==> src/rtl/router_dst_rd_sched.sv <==
// Round-robin read scheduler: drains one packet at a time from the per-port FIFOs
// into a ready/valid sink. Optional parity check is enabled by defining PARITY_CHECK_EN.
module router_dst_rd_sched #(
  parameter int unsigned NPORT       = 3,
  parameter int unsigned DATA_W      = 8,
  parameter int unsigned TIMEOUT_CYC = 30
) (
  input  logic                      clock,
  input  logic                      resetn,
  input  logic [NPORT-1:0]          vld_out,
  input  logic [NPORT*DATA_W-1:0]   data_out,
  output logic [NPORT-1:0]          read_enb,
  output logic [DATA_W-1:0]         snk_data,
  output logic                      snk_valid,
  input  logic                      snk_ready,
  output logic                      snk_last,
  output logic [$clog2(NPORT)-1:0]  snk_port,
  output logic                      pkt_done,
  output logic                      parity_err,
  output logic                      timeout_err
);

  localparam int unsigned PW = $clog2(NPORT);
  localparam int unsigned TW = $clog2(TIMEOUT_CYC + 1);

  typedef enum logic [2:0] {IDLE, HDR, HWAIT, BODY, DRAIN} state_t;

  state_t            state;
  logic [PW-1:0]     ptr, g, gnt_idx, nxt_ptr;
  logic              gnt_hit;
  logic [6:0]        bytes_left;
  logic [TW-1:0]     to_cnt;
  logic              inflight, inflight_last;
  logic [DATA_W-1:0] buf_data [2];
  logic [1:0]        buf_last;
  logic [1:0]        buf_count;
  logic              vld_g, rd, pop, push, wr_sel, to_low, to_fire, done_fire;
  logic [DATA_W-1:0] in_data;

  always_comb begin
    vld_g   = 1'b0;
    in_data = '0;
    for (int unsigned p = 0; p < NPORT; p++) begin
      if (g == PW'(p)) begin
        vld_g   = vld_out[p];
        in_data = data_out[p*DATA_W +: DATA_W];
      end
    end
  end

  // First pass covers ports at/after the pointer, second pass wraps to port 0.
  always_comb begin
    gnt_hit = 1'b0;
    gnt_idx = '0;
    for (int unsigned j = 0; j < NPORT; j++) begin
      if (!gnt_hit && vld_out[j] && (PW'(j) >= ptr)) begin
        gnt_hit = 1'b1;
        gnt_idx = PW'(j);
      end
    end
    for (int unsigned j = 0; j < NPORT; j++) begin
      if (!gnt_hit && vld_out[j]) begin
        gnt_hit = 1'b1;
        gnt_idx = PW'(j);
      end
    end
  end

  always_comb begin
    rd = ((state == HDR) || (state == BODY)) && vld_g && (bytes_left != '0) &&
         (({1'b0, buf_count} + {2'b0, inflight}) < 3'd2);
    for (int unsigned p = 0; p < NPORT; p++) begin
      read_enb[p] = rd && (g == PW'(p));
    end
  end

  assign snk_data  = buf_data[0];
  assign snk_valid = (buf_count != 2'd0);
  assign snk_last  = snk_valid && buf_last[0];
  assign snk_port  = g;

  assign pop       = snk_valid && snk_ready;
  assign push      = inflight;
  assign wr_sel    = ((buf_count == 2'd1) && !pop) || (buf_count == 2'd2);
  assign nxt_ptr   = (g == PW'(NPORT - 1)) ? '0 : g + 1'b1;
  assign to_low    = ((state == HWAIT) || (state == BODY)) && !vld_g && (bytes_left != '0);
  assign to_fire   = to_low && (to_cnt == TW'(TIMEOUT_CYC - 1));
  assign done_fire = (state == DRAIN) && pop && (buf_count == 2'd1) && !inflight && buf_last[0];

  always_ff @(posedge clock or negedge resetn) begin
    if (!resetn) begin
      state         <= IDLE;
      ptr           <= '0;
      g             <= '0;
      bytes_left    <= '0;
      to_cnt        <= '0;
      inflight      <= 1'b0;
      inflight_last <= 1'b0;
      pkt_done      <= 1'b0;
      timeout_err   <= 1'b0;
    end else begin
      pkt_done      <= 1'b0;
      timeout_err   <= 1'b0;
      inflight      <= rd;
      inflight_last <= rd && (state == BODY) && (bytes_left == 7'd1);
      to_cnt        <= to_low ? to_cnt + 1'b1 : '0;
      unique case (state)
        IDLE: if (gnt_hit) begin
          g          <= gnt_idx;
          bytes_left <= 7'd1;
          state      <= HDR;
        end
        HDR: if (rd) begin
          bytes_left <= bytes_left - 7'd1;
          state      <= HWAIT;
        end
        HWAIT: if (inflight) begin
          bytes_left <= {1'b0, in_data[7:2]} + 7'd1;
          state      <= BODY;
        end
        BODY: if (rd) begin
          bytes_left <= bytes_left - 7'd1;
          if (bytes_left == 7'd1) state <= DRAIN;
        end
        DRAIN: if (done_fire) begin
          state    <= IDLE;
          ptr      <= nxt_ptr;
          pkt_done <= 1'b1;
        end
        default: state <= IDLE;
      endcase
      if (to_fire) begin
        state       <= IDLE;
        ptr         <= nxt_ptr;
        timeout_err <= 1'b1;
        inflight    <= 1'b0;
        to_cnt      <= '0;
        bytes_left  <= '0;
      end
    end
  end

  // Two-entry skid buffer; head is always entry 0 and shifts down on accept.
  always_ff @(posedge clock or negedge resetn) begin
    if (!resetn) begin
      buf_count   <= '0;
      buf_data[0] <= '0;
      buf_data[1] <= '0;
      buf_last    <= '0;
    end else if (to_fire) begin
      buf_count <= '0;
    end else begin
      if (pop) begin
        buf_data[0] <= buf_data[1];
        buf_last[0] <= buf_last[1];
      end
      if (push) begin
        buf_data[wr_sel] <= in_data;
        buf_last[wr_sel] <= inflight_last;
      end
      buf_count <= buf_count + {1'b0, push} - {1'b0, pop};
    end
  end

`ifdef PARITY_CHECK_EN
  logic [DATA_W-1:0] par_acc;
  logic              par_bad;

  always_ff @(posedge clock or negedge resetn) begin
    if (!resetn) begin
      par_acc    <= '0;
      par_bad    <= 1'b0;
      parity_err <= 1'b0;
    end else begin
      parity_err <= done_fire && par_bad;
      if (state == IDLE) begin
        par_acc <= '0;
        par_bad <= 1'b0;
      end else if (push) begin
        if (inflight_last) par_bad <= (par_acc != in_data);
        else               par_acc <= par_acc ^ in_data;
      end
    end
  end
`else
  assign parity_err = 1'b0;
`endif

endmodule

==> config.mk <==
export PLATFORM = sky130hd
export DESIGN_NAME = router_dst_rd_sched
export DESIGN_NICKNAME = d
export VERILOG_FILES = /design/src/rtl/router_dst_rd_sched.sv
export SDC_FILE = /design/constraint.sdc
export NUM_CORES = 1
export LEC_CHECK = 0
export ABC_AREA = 1
export CAP_MARGIN = 25
export CORE_MARGIN = 3
export CORE_UTILIZATION = 45
export CTS_BUF_LIST = sky130_fd_sc_hd__clkbuf_8
export CTS_CLUSTER_DIAMETER = 200
export DETAILED_ROUTE_END_ITERATION = 7
export DONT_BUFFER_PORTS = 1
export PLACE_DENSITY = 0.6
export SKIP_LAST_GASP = 1
export SYNTH_ARGS = -nofsm -noshare
export SYNTH_HDL_FRONTEND = slang
export SYNTH_SLANG_ARGS = --single-unit
==> constraint.sdc <==
create_clock -name clock -period 4.3 [get_ports clock]
set_input_delay 0.86 -clock clock [delete_from_list [all_inputs] [get_ports clock]]
set_output_delay 0.86 -clock clock [all_outputs]
set_load 0.01 [all_outputs]
==> results of run 1 <==
==> metal layers <==
layer,vias up,GRT usage [%]
li1,1157,-
met1,1011,24.2
met2,57,29.7
met3,10,4.84
met4,0,6.14
met5,-,0
==> worst max path at each step <==
stage                   to  slack, ns
2_1_floorplan  read_enb[0]       1.98
3_3_place_gp   read_enb[2]       1.90
3_5_place_dp   read_enb[2]       1.88
4_1_cts        read_enb[2]       1.70
5_1_grt        read_enb[0]       1.59
6_report       read_enb[1]       1.70
==> power by group <==
part	internal [W]	switching, W	leakage (nW)	total (W)
Sequential	0.000559	0.000170	0.549	0.000729
Combinational	0.000369	0.000723	0.818	0.00109
Clock	0.000111	0.000146	0.0453	0.000258
Total	0.00104	0.00104	1.41	0.00208
==> layout make-up <==
type | count | area, µm²
clock buffers | 5 | 68.8
clock inverters | 3 | 16.3
fillers | 577 | 2890
inverters | 48 | 180
multi-input cells | 262 | 1320
flip-flops and latches | 43 | 1080
well taps | 72 | 90.1
==> cell usage after synthesis (all sizes together) <==
cell / n / area share, %
or2: 1 / 0.23
a31oi: 10 / 2.3
buf: 16 / 4.7
clkinv: 1 / 0.14
o22ai: 3 / 0.69
nand4: 6 / 1.4
conb: 1 / 0.14
o211ai: 1 / 0.28
nand2: 107 / 15
xnor2: 5 / 1.6
dfrtp: 43 / 40
nand3b: 1 / 0.28
clkbuf: 1 / 0.14
nor2: 37 / 6.0
nand3: 32 / 7.1
xor2: 4 / 1.3
a21oi: 16 / 3.0
o21ai: 26 / 4.8
ha: 8 / 3.7
inv: 47 / 6.5
nor3: 2 / 0.37
nor4: 2 / 0.46
==> kinds of logic (layout without fill, tap and decap cells) <==
kind of cell,after synthesis,count (layout),share of synthesized area (%)
adders and majority gates,8,8,3.70
AOI/OAI and AO/OA,56,56,11.1
DFF,43,43,39.8
and+or+nand+nor,188,188,30.9
xor gates and xnor gates,9,9,2.92
buffers and inverters,65,56,11.5
other,1,1,0.139
==> critical path: stages (launching register included) <==
cell     delay (ns)
dfrtp_1        0.64
inv_2          0.15
nor2_1         0.31
inv_1          0.12
nor2_1         0.22
==> stage by stage <==
step | instance area [µm²] | power, W
after floorplan | 2700 | 0.00165
after global placement | 2660 | 0.00181
after detailed placement | 2660 | 0.00183
after CTS | 2750 | 0.00210
after global routing | 2750 | 0.00231
final | 2750 | 0.00208
==> flip-flops by register name, summed over array words and instances (netlist names), 3 cells and up <==
name / cells
snk_data: 8
bytes_left: 7
buf_data: 8
to_cnt: 5
state: 3
==> summary.txt, run 1 <==
Global routing
  – First-pass GRT wire length: 10500 µm
  – Remaining global-route overflow: 0
  – Vias in the first global route: 2234
  – Largest net degree at the start of global routing: 44
  – Initial antenna violation count: 0
  – All-layer global routing usage: 18.4%

Cells and area
  – Fin nets: 398
  – Fraction of layout cells with a size suffix above 1: 6.65%
  – Ant. Diodes: 0
  – Most frequent cells in the layout: nand2_1, inv_1, dfrtp_1
  – Final core utilization: 48.7%
  – Area growth syn-to-layout: 1.67%
  – Commonest non-fill, non-tap cell in the layout: nand2_1
  – Non-Filler Instances: 433

CTS
  – H-tree depth: 2
  – Clock Sinks: 43
  – CTS resizes: 0
  – Skew-Pair Late Insertion Delay: 0.30 ns
  – Clock transition at path regs: 0.09 ns
  – TritonCTS buffer count: 5
  – Max clock buf depth: 2
  – Post-CTS Hold Buffers: 0
  – TritonCTS clock tree: yes
  – Setup bufs post-CTS: 0
  – Root Buffer: clkbuf_8

Drt
  – Met2 WL post-DR: 2750 µm
  – DRT antenna net count: 0
  – DRT iter0 DRCs: 125
  – Via count: 2235
  – WL met3: 307 µm
  – Highest routed metal layer: met4
  – WL final: 6120 µm
  – # DRC: 0
  – Number of detailed-route iterations in the first pass: 4
  – Avg WL per Cell: 14.1 µm
  – Vias per std cell: 5.16
  – WL met1: 2920 µm

Floorplanning
  – Core area: 5640 µm²
  – Initial Util: 47.9%
  – Full die area: 6970 µm²
  – IO Count: 48
  – Die Width: 83.5 µm
  – Die Y: 83.5 µm
  – Number of cell rows: 27

Place
  – Gpl congestion: 0.827
  – DP Worst Slack: 1.88 ns
  – # placed instances: 425
  – Detailed Place HPWL: 4570 µm
  – Port-buffer cells: 0

Logic synthesis
  – Post-synthesis sequential area ratio: 39.8%
  – Flops & latches, synth: 43
  – Cell area after synthesis: 2700 µm²
  – Syn_area_per_cell: 7.30 µm²
  – Syn nets: 408
  – Synth Instances: 370
  – Distinct cells, synth: 31
  – Warnings from Yosys: 0

STA
  – Worst Skew: 0.00741 ns
  – Max Slew Vio Count: 0
  – Setup violations, final: 0
  – RSZ-0062 raised after global routing: no
  – Final Hold Viols: 0
  – Sum of negative setup slack: 0 ns
  – Worst slack on hold paths: 0.246 ns
  – Final period util: 60.4%
  – Final worst path period need: 2.60 ns
  – Fmax: 385 MHz
  – Final setup margin: 1.70 ns

Critical path
  – CP max FO: 9
  – CP startpoint kind: register
  – Critical Path RT: 3.44 ns
  – Critical R2R Capture: buf_data[1]
  – Register-to-Register Setup Slack: 1.93 ns
  – Register-to-Register Path Depth: 9
  – Worst r2r src: snk_port[1]
  – Setup CP Type: register to primary output
  – Crit. End Element: primary output
  – Worst setup path start: snk_port[0]
  – Worst Path Arrival: 1.74 ns

Power
  – Worst VDD drop: 0.370 mV
  – Leakage: 1.41 nW
  – Pwr per Cell Area: 757 nW/µm²

Run status
  – Status: completed

Hold path
  – Hold/Removal Path Class: input pin to async pin

Flow run
  – Max-cap violations: 0
Note: power is estimated with default switching activity, not from simulation.
==> run 2: changes to the inputs <==
- clock period: 4.3 -> 2.7 ns (I/O delays scaled with it)
==> run 2 against run 1 <==
  * Die area did not move
  * Count of clock-buffer cells in the layout stayed put
  * Critical path depth rose by 3
  * Critical endpoint is now read_enb[2]
==> summary.txt, run 2 (synthesized netlist as in run 1, its figures left out) <==
Place
  – Detailed Place HPWL: 4580 µm (was 4570 µm)
  – Port-buffer cells: 0 (unchanged)
  – # placed instances: 428 (was 425)
  – Placed cell areas: 2690 µm² (was 2660 µm²)
  – Gpl congestion: 0.902 (was 0.827)

Floorplanning
  – Die Width: 83.5 µm (unchanged)
  – IO Count: 48 (unchanged)
  – Full die area: 6970 µm² (unchanged)
  – Die Y: 83.5 µm (unchanged)
  – Initial Util: 47.9% (unchanged)
  – Number of cell rows: 27 (unchanged)
  – Core area: 5640 µm² (unchanged)

Flow run
  – Max-cap violations: 0 (unchanged)

CTS
  – H-tree depth: 2 (unchanged)
  – Setup bufs post-CTS: 0 (unchanged)
  – Clock transition at path regs: 0.09 ns (about the same)
  – Max clock buf depth: 2 (unchanged)
  – TritonCTS buffer count: 5 (unchanged)
  – TritonCTS clock tree: yes (unchanged)
  – Skew-Pair Late Insertion Delay: 0.30 ns (about the same)
  – Root Buffer: clkbuf_8 (unchanged)
  – Clock Sinks: 43 (unchanged)

Drt
  – Avg WL per Cell: 14.0 µm (was 14.1 µm)
  – Via count: 2313 (was 2235)
  – Number of detailed-route iterations in the first pass: 4 (unchanged)
  – DRT antenna net count: 0 (unchanged)
  – WL final: 6120 µm (about the same)
  – DRT iter0 DRCs: 108 (was 125)
  – Vias per std cell: 5.29 (was 5.16)
  – # DRC: 0 (unchanged)

Critical path
  – Worst r2r src: snk_port[0] (was snk_port[1])
  – Setup CP Type: register to primary output (unchanged)
  – Worst Path Arrival: 1.74 ns (about the same)
  – CP startpoint kind: register (unchanged)
  – Worst setup path start: snk_port[1] (was snk_port[0])
  – Critical-path cell with the highest stage delay: dfrtp_1 (unchanged)
  – Critical path's largest stage delay: 0.54 ns (was 0.64 ns)
  – Crit. End Element: primary output (unchanged)
  – Worst path cell trace: inv_2 > nor2_4 > nand2_1 > nand3_2 > inv_1 > nand2_2 > nor2_1 (was inv_2 > nor2_1 > inv_1 > nor2_1)
  – Critical Path RT: 2.16 ns (was 3.44 ns)
  – CP max FO: 10 (was 9)

Cells and area
  – Commonest non-fill, non-tap cell in the layout: nand2_1 (unchanged)
  – Most frequent cells in the layout: nand2_1, inv_1, dfrtp_1 (unchanged)
  – Fin nets: 402 (was 398)
  – Design Area, Final: 2810 µm² (was 2750 µm²)
  – Area growth syn-to-layout: 3.80% (was 1.67%)
  – Ant. Diodes: 0 (unchanged)
  – Fill cells: 566 (was 577)
  – Non-Filler Instances: 437 (was 433)
  – Fraction of layout cells with a size suffix above 1: 7.95% (was 6.65%)

STA
  – Max Slew Vio Count: 0 (unchanged)
  – Worst Skew: 0.00759 ns (was 0.00741 ns)
  – Setup violations, final: 0 (unchanged)
  – Final period util: 84.5%
  – RSZ-0062 raised after global routing: no (unchanged)
  – Worst slack on hold paths: 0.0621 ns (was 0.246 ns)
  – Final Hold Viols: 0 (unchanged)
  – Fmax: 438 MHz
  – Sum of negative setup slack: 0 ns (unchanged)
  – Final worst path period need: 2.28 ns

Global routing
  – Largest net degree at the start of global routing: 44 (unchanged)
  – Vias in the first global route: 2110 (was 2234)
  – First-pass GRT wire length: 10300 µm (was 10500 µm)
  – All-layer global routing usage: 18.1% (was 18.4%)
  – Remaining global-route overflow: 0 (unchanged)
  – Initial antenna violation count: 0 (unchanged)

Power
  – Leakage: 1.43 nW (was 1.41 nW)
  – Pwr per Cell Area: 1200 nW/µm² (was 757 nW/µm²)
  – Worst VDD drop: 0.546 mV (was 0.370 mV)

Run status
  – Status: completed (unchanged)

Hold path
  – Hold/Removal Path Class: input pin to async pin (unchanged)
run 2: cell types whose count changed in the layout (fill, tap and decap cells not counted):
cell	delta
clkinv_2	-1
inv_6	+1
clkinvlp_4	+1
inv_1	-1
buf_4	+3
buf_16	+1
run 2: path summary, 6_finish.rpt:
kind | slack (ns) | depth (start not counted) | to
worst max-delay path | 0.42 | 7 | read_enb[2]
worst max register to register | 0.50 | 12 | bytes_left[4]
worst min register to register | 0.49 | 2 | buf_last[1]
worst min-delay path | 0.06 | 1 | snk_port[1]
max in group asynchronous | 2.43 | 1 | bytes_left[6]
min in group clock | 0.38 | 2 | snk_port[0]
run 2: metal layers:
layer  share of wire, %  GRT usage [%]  vias to the layer above
li1                   -              -                     1173
met1                 48           23.8                     1074
met2                 45           29.4                       56
met3                5.2           4.15                       10
met4                1.8           6.14                        0
met5                  0              0                        -
run 2: report_power, final:
part | internal, W | switching [W]
logic | 0.000604 | 0.00117
registers | 0.000890 | 0.000270
clock network | 0.000185 | 0.000249
total | 0.00168 | 0.00169
run 2: critical path: cells and delay by family, from the launching register on:
family        cells  cell delay, ns
simple gates      5            0.60
flops             1            0.54
buf+inv           2            0.29
run 2: final cells by class:
class / count / area (µm²) / area share (%)
clock inverter: 3 / 23.8 / 0.847
inverter: 48 / 180 / 6.42
multi-input combinational: 262 / 1320 / 46.9
timing repair buffer: 4 / 50.0 / 1.78
tap: 72 / 90.1 / 3.21
clock buffer: 5 / 68.8 / 2.45
sequential: 43 / 1080 / 38.4
run 2: metrics by stage:
step | setup WS (ns) | power [W] | utilization [%]
after CTS | 0.419 | 0.00339 | 49.7
after global routing | 0.292 | 0.00374 | 49.7
final | 0.418 | 0.00337 | 49.7
after floorplan | 0.931 | 0.00262 | -
after global placement | 0.563 | 0.00291 | 47.6
after detailed placement | 0.515 | 0.00293 | 47.6
run 2: what timing repair did:
| item | CTS | global route |
|---|---|---|
| hold endpoints to repair | 43 | 0 |
| gates resized for setup | 0 | 0 |
| hold buffers | 1 | 0 |
==> run 3: changes to the inputs <==
- clock period: 2.7 -> 2.1 ns (I/O delays scaled with it)
==> run 3 against run 2 <==
  * Clock skew increased by 0.0022 ns
  * Core utilization increased by 1.6 points
  * Global-route usage increased by 1.3 points
  * Worst setup slack got worse by 0.31 ns
  * Count of clock-buffer cells in the layout unchanged
==> summary.txt, run 3 (synthesized netlist as in run 1, its figures left out) <==
Critical path
  – CP max FO: 6 (was 10)
  – Register-to-Register Setup Slack: 0.20 ns (was 0.50 ns)
  – Worst r2r src: bytes_left[0] (was snk_port[0])
  – Setup CP Type: register to primary output (unchanged)
  – CP startpoint kind: register (unchanged)
  – Register-to-Register Path Depth: 11 (was 12)
  – Critical R2R Capture: bytes_left[3] (was bytes_left[4])
  – Critical Path RT: 1.68 ns (was 2.16 ns)
  – Worst Path Arrival: 1.58 ns (was 1.74 ns)
  – Crit. End Element: primary output (unchanged)

Drt
  – Via count: 2315 (was 2313)
  – Number of detailed-route iterations in the first pass: 4 (unchanged)
  – DRT antenna net count: 0 (unchanged)
  – Vias per std cell: 5.18 (was 5.29)
  – # DRC: 0 (unchanged)
  – Avg WL per Cell: 14.4 µm (was 14.0 µm)
  – WL final: 6430 µm (was 6120 µm)
  – DRT iter0 DRCs: 115 (was 108)

Cells and area
  – Fraction of layout cells with a size suffix above 1: 11.7% (was 7.95%)
  – Most frequent cells in the layout: nand2_1, inv_1, dfrtp_1 (unchanged)
  – Non-Filler Instances: 447 (was 437)
  – Commonest non-fill, non-tap cell in the layout: nand2_1 (unchanged)
  – Fin nets: 412 (was 402)
  – Area growth syn-to-layout: 7.04% (was 3.80%)
  – Final core utilization: 51.3% (was 49.7%)
  – Fill cells: 571 (was 566)
  – Ant. Diodes: 0 (unchanged)

Global routing
  – Remaining global-route overflow: 0 (unchanged)
  – Vias in the first global route: 2266 (was 2110)
  – First-pass GRT wire length: 11000 µm (was 10300 µm)
  – Largest net degree at the start of global routing: 44 (unchanged)
  – Initial antenna violation count: 0 (unchanged)
  – All-layer global routing usage: 19.4% (was 18.1%)

CTS
  – Clock transition at path regs: 0.09 ns (about the same)
  – TritonCTS clock tree: yes (unchanged)
  – TritonCTS buffer count: 5 (unchanged)
  – Clock Sinks: 43 (unchanged)
  – H-tree depth: 2 (unchanged)
  – Skew-Pair Late Insertion Delay: 0.30 ns (about the same)
  – Max clock buf depth: 2 (unchanged)
  – Root Buffer: clkbuf_8 (unchanged)

STA
  – Final worst path period need: 2.00 ns
  – Final period util: 95.1%
  – Final setup margin: 0.104 ns (was 0.418 ns)
  – Worst slack on hold paths: 0.285 ns (was 0.0621 ns)
  – Sum of negative setup slack: 0 ns (unchanged)
  – Fmax: 501 MHz
  – RSZ-0062 raised after global routing: yes (was no)
  – Worst Skew: 0.00982 ns (was 0.00759 ns)
  – Final Hold Viols: 0 (unchanged)
  – Max Slew Vio Count: 0 (unchanged)
  – Setup violations, final: 0 (unchanged)

Run status
  – Status: completed (unchanged)

Floorplanning
  – Die Y: 83.5 µm (unchanged)
  – Initial Util: 47.9% (unchanged)
  – Core area: 5640 µm² (unchanged)
  – Number of cell rows: 27 (unchanged)
  – Full die area: 6970 µm² (unchanged)
  – IO Count: 48 (unchanged)
  – Die Width: 83.5 µm (unchanged)

Hold path
  – Hold path depth: 2
  – Hold/Removal Path Class: input pin to register (was input pin to async pin)
  – Worst min-delay path startpoint: vld_out[1]
  – Hold Path Sink: snk_port[0]

Power
  – Leakage: 1.48 nW (was 1.43 nW)
  – Pwr per Cell Area: 1560 nW/µm² (was 1200 nW/µm²)
  – Worst VDD drop: 0.764 mV (was 0.546 mV)

Place
  – Gpl congestion: 0.928 (was 0.902)
  – DP Worst Slack: 0.154 ns (was 0.515 ns)
  – # placed instances: 434 (was 428)
  – Port-buffer cells: 0 (unchanged)
  – Detailed Place HPWL: 4740 µm (was 4580 µm)

Flow run
  – Max-cap violations: 0 (unchanged)
[run 3: changes by cell type in the layout (fill, tap and decap cells not counted), sizes merged]
cell         previous run  this run
buf                     4        12
dlygate4sd3             0         1
clkbuf                  5         6
[run 3: report_power, final]
part / switching (W) / internal (W) / total, W
sequential: 0.000323 / 0.00115 / 0.00147
clock: 0.000321 / 0.000238 / 0.000560
combinational: 0.00158 / 0.000887 / 0.00247
[run 3: worst max path at each step]
stage,slack (ns),cells after the start,startpoint,end
finish,0.10,7,snk_port[1],read_enb[1]
global route,-0.006,7,snk_port[1],read_enb[0]
CTS,0.02,7,snk_port[1],read_enb[1]
detailed placement,0.15,13,snk_port[1],bytes_left[4]
global placement,0.16,12,snk_port[0],bytes_left[4]
floorplan,0.33,13,snk_port[0],bytes_left[4]
[run 3: metal layers]
layer	up-vias	track usage, %	share of wire [%]
li1	1190	-	-
met1	1063	25.4	46
met2	49	30.6	47
met3	13	4.94	4.6
met4	0	7.89	2.6
met5	-	0	0
[run 3: cell type report]
class,instances,area [µm²],area share (%)
Sequential cell,43,1080,37.3
Clock inverter,3,23.8,0.822
Clock buffer,5,68.8,2.38
Inverter,48,180,6.23
Tap cell,72,90.1,3.11
Timing Repair Buffer,14,125,4.33
Multi-Input combinational cell,262,1330,45.8
[run 3: metrics by stage]
| stage | power [W] | cell area, µm² |
|---|---|---|
| 2_1_floorplan | 0.00337 | 2700 |
| 3_3_place_gp | 0.00384 | 2730 |
| 3_5_place_dp | 0.00386 | 2730 |
| 4_1_cts | 0.00447 | 2860 |
| 5_1_grt | 0.00502 | 2890 |
| 6_report | 0.00450 | 2890 |
[run 3: what timing repair did]
| item | in CTS | in global routing |
|---|---|---|
| hold buffers | 2 | 0 |
| resized for setup | 1 | 5 |
| setup buffers | 0 | 3 |
| pin swaps | 0 | 1 |
| endpoints found under the hold margin | 43 | 0 |
| setup endpoints to repair | 3 | 5 |
[run 3: critical path, stage by stage (launching register included)]
cell and delay, ns:
dfrtp_2 0.47, inv_2 0.14, nor2_4 0.06, nand2_1 0.07, nand3_2 0.12, inv_1 0.09, nand2_2 0.13, nor2_2 0.19
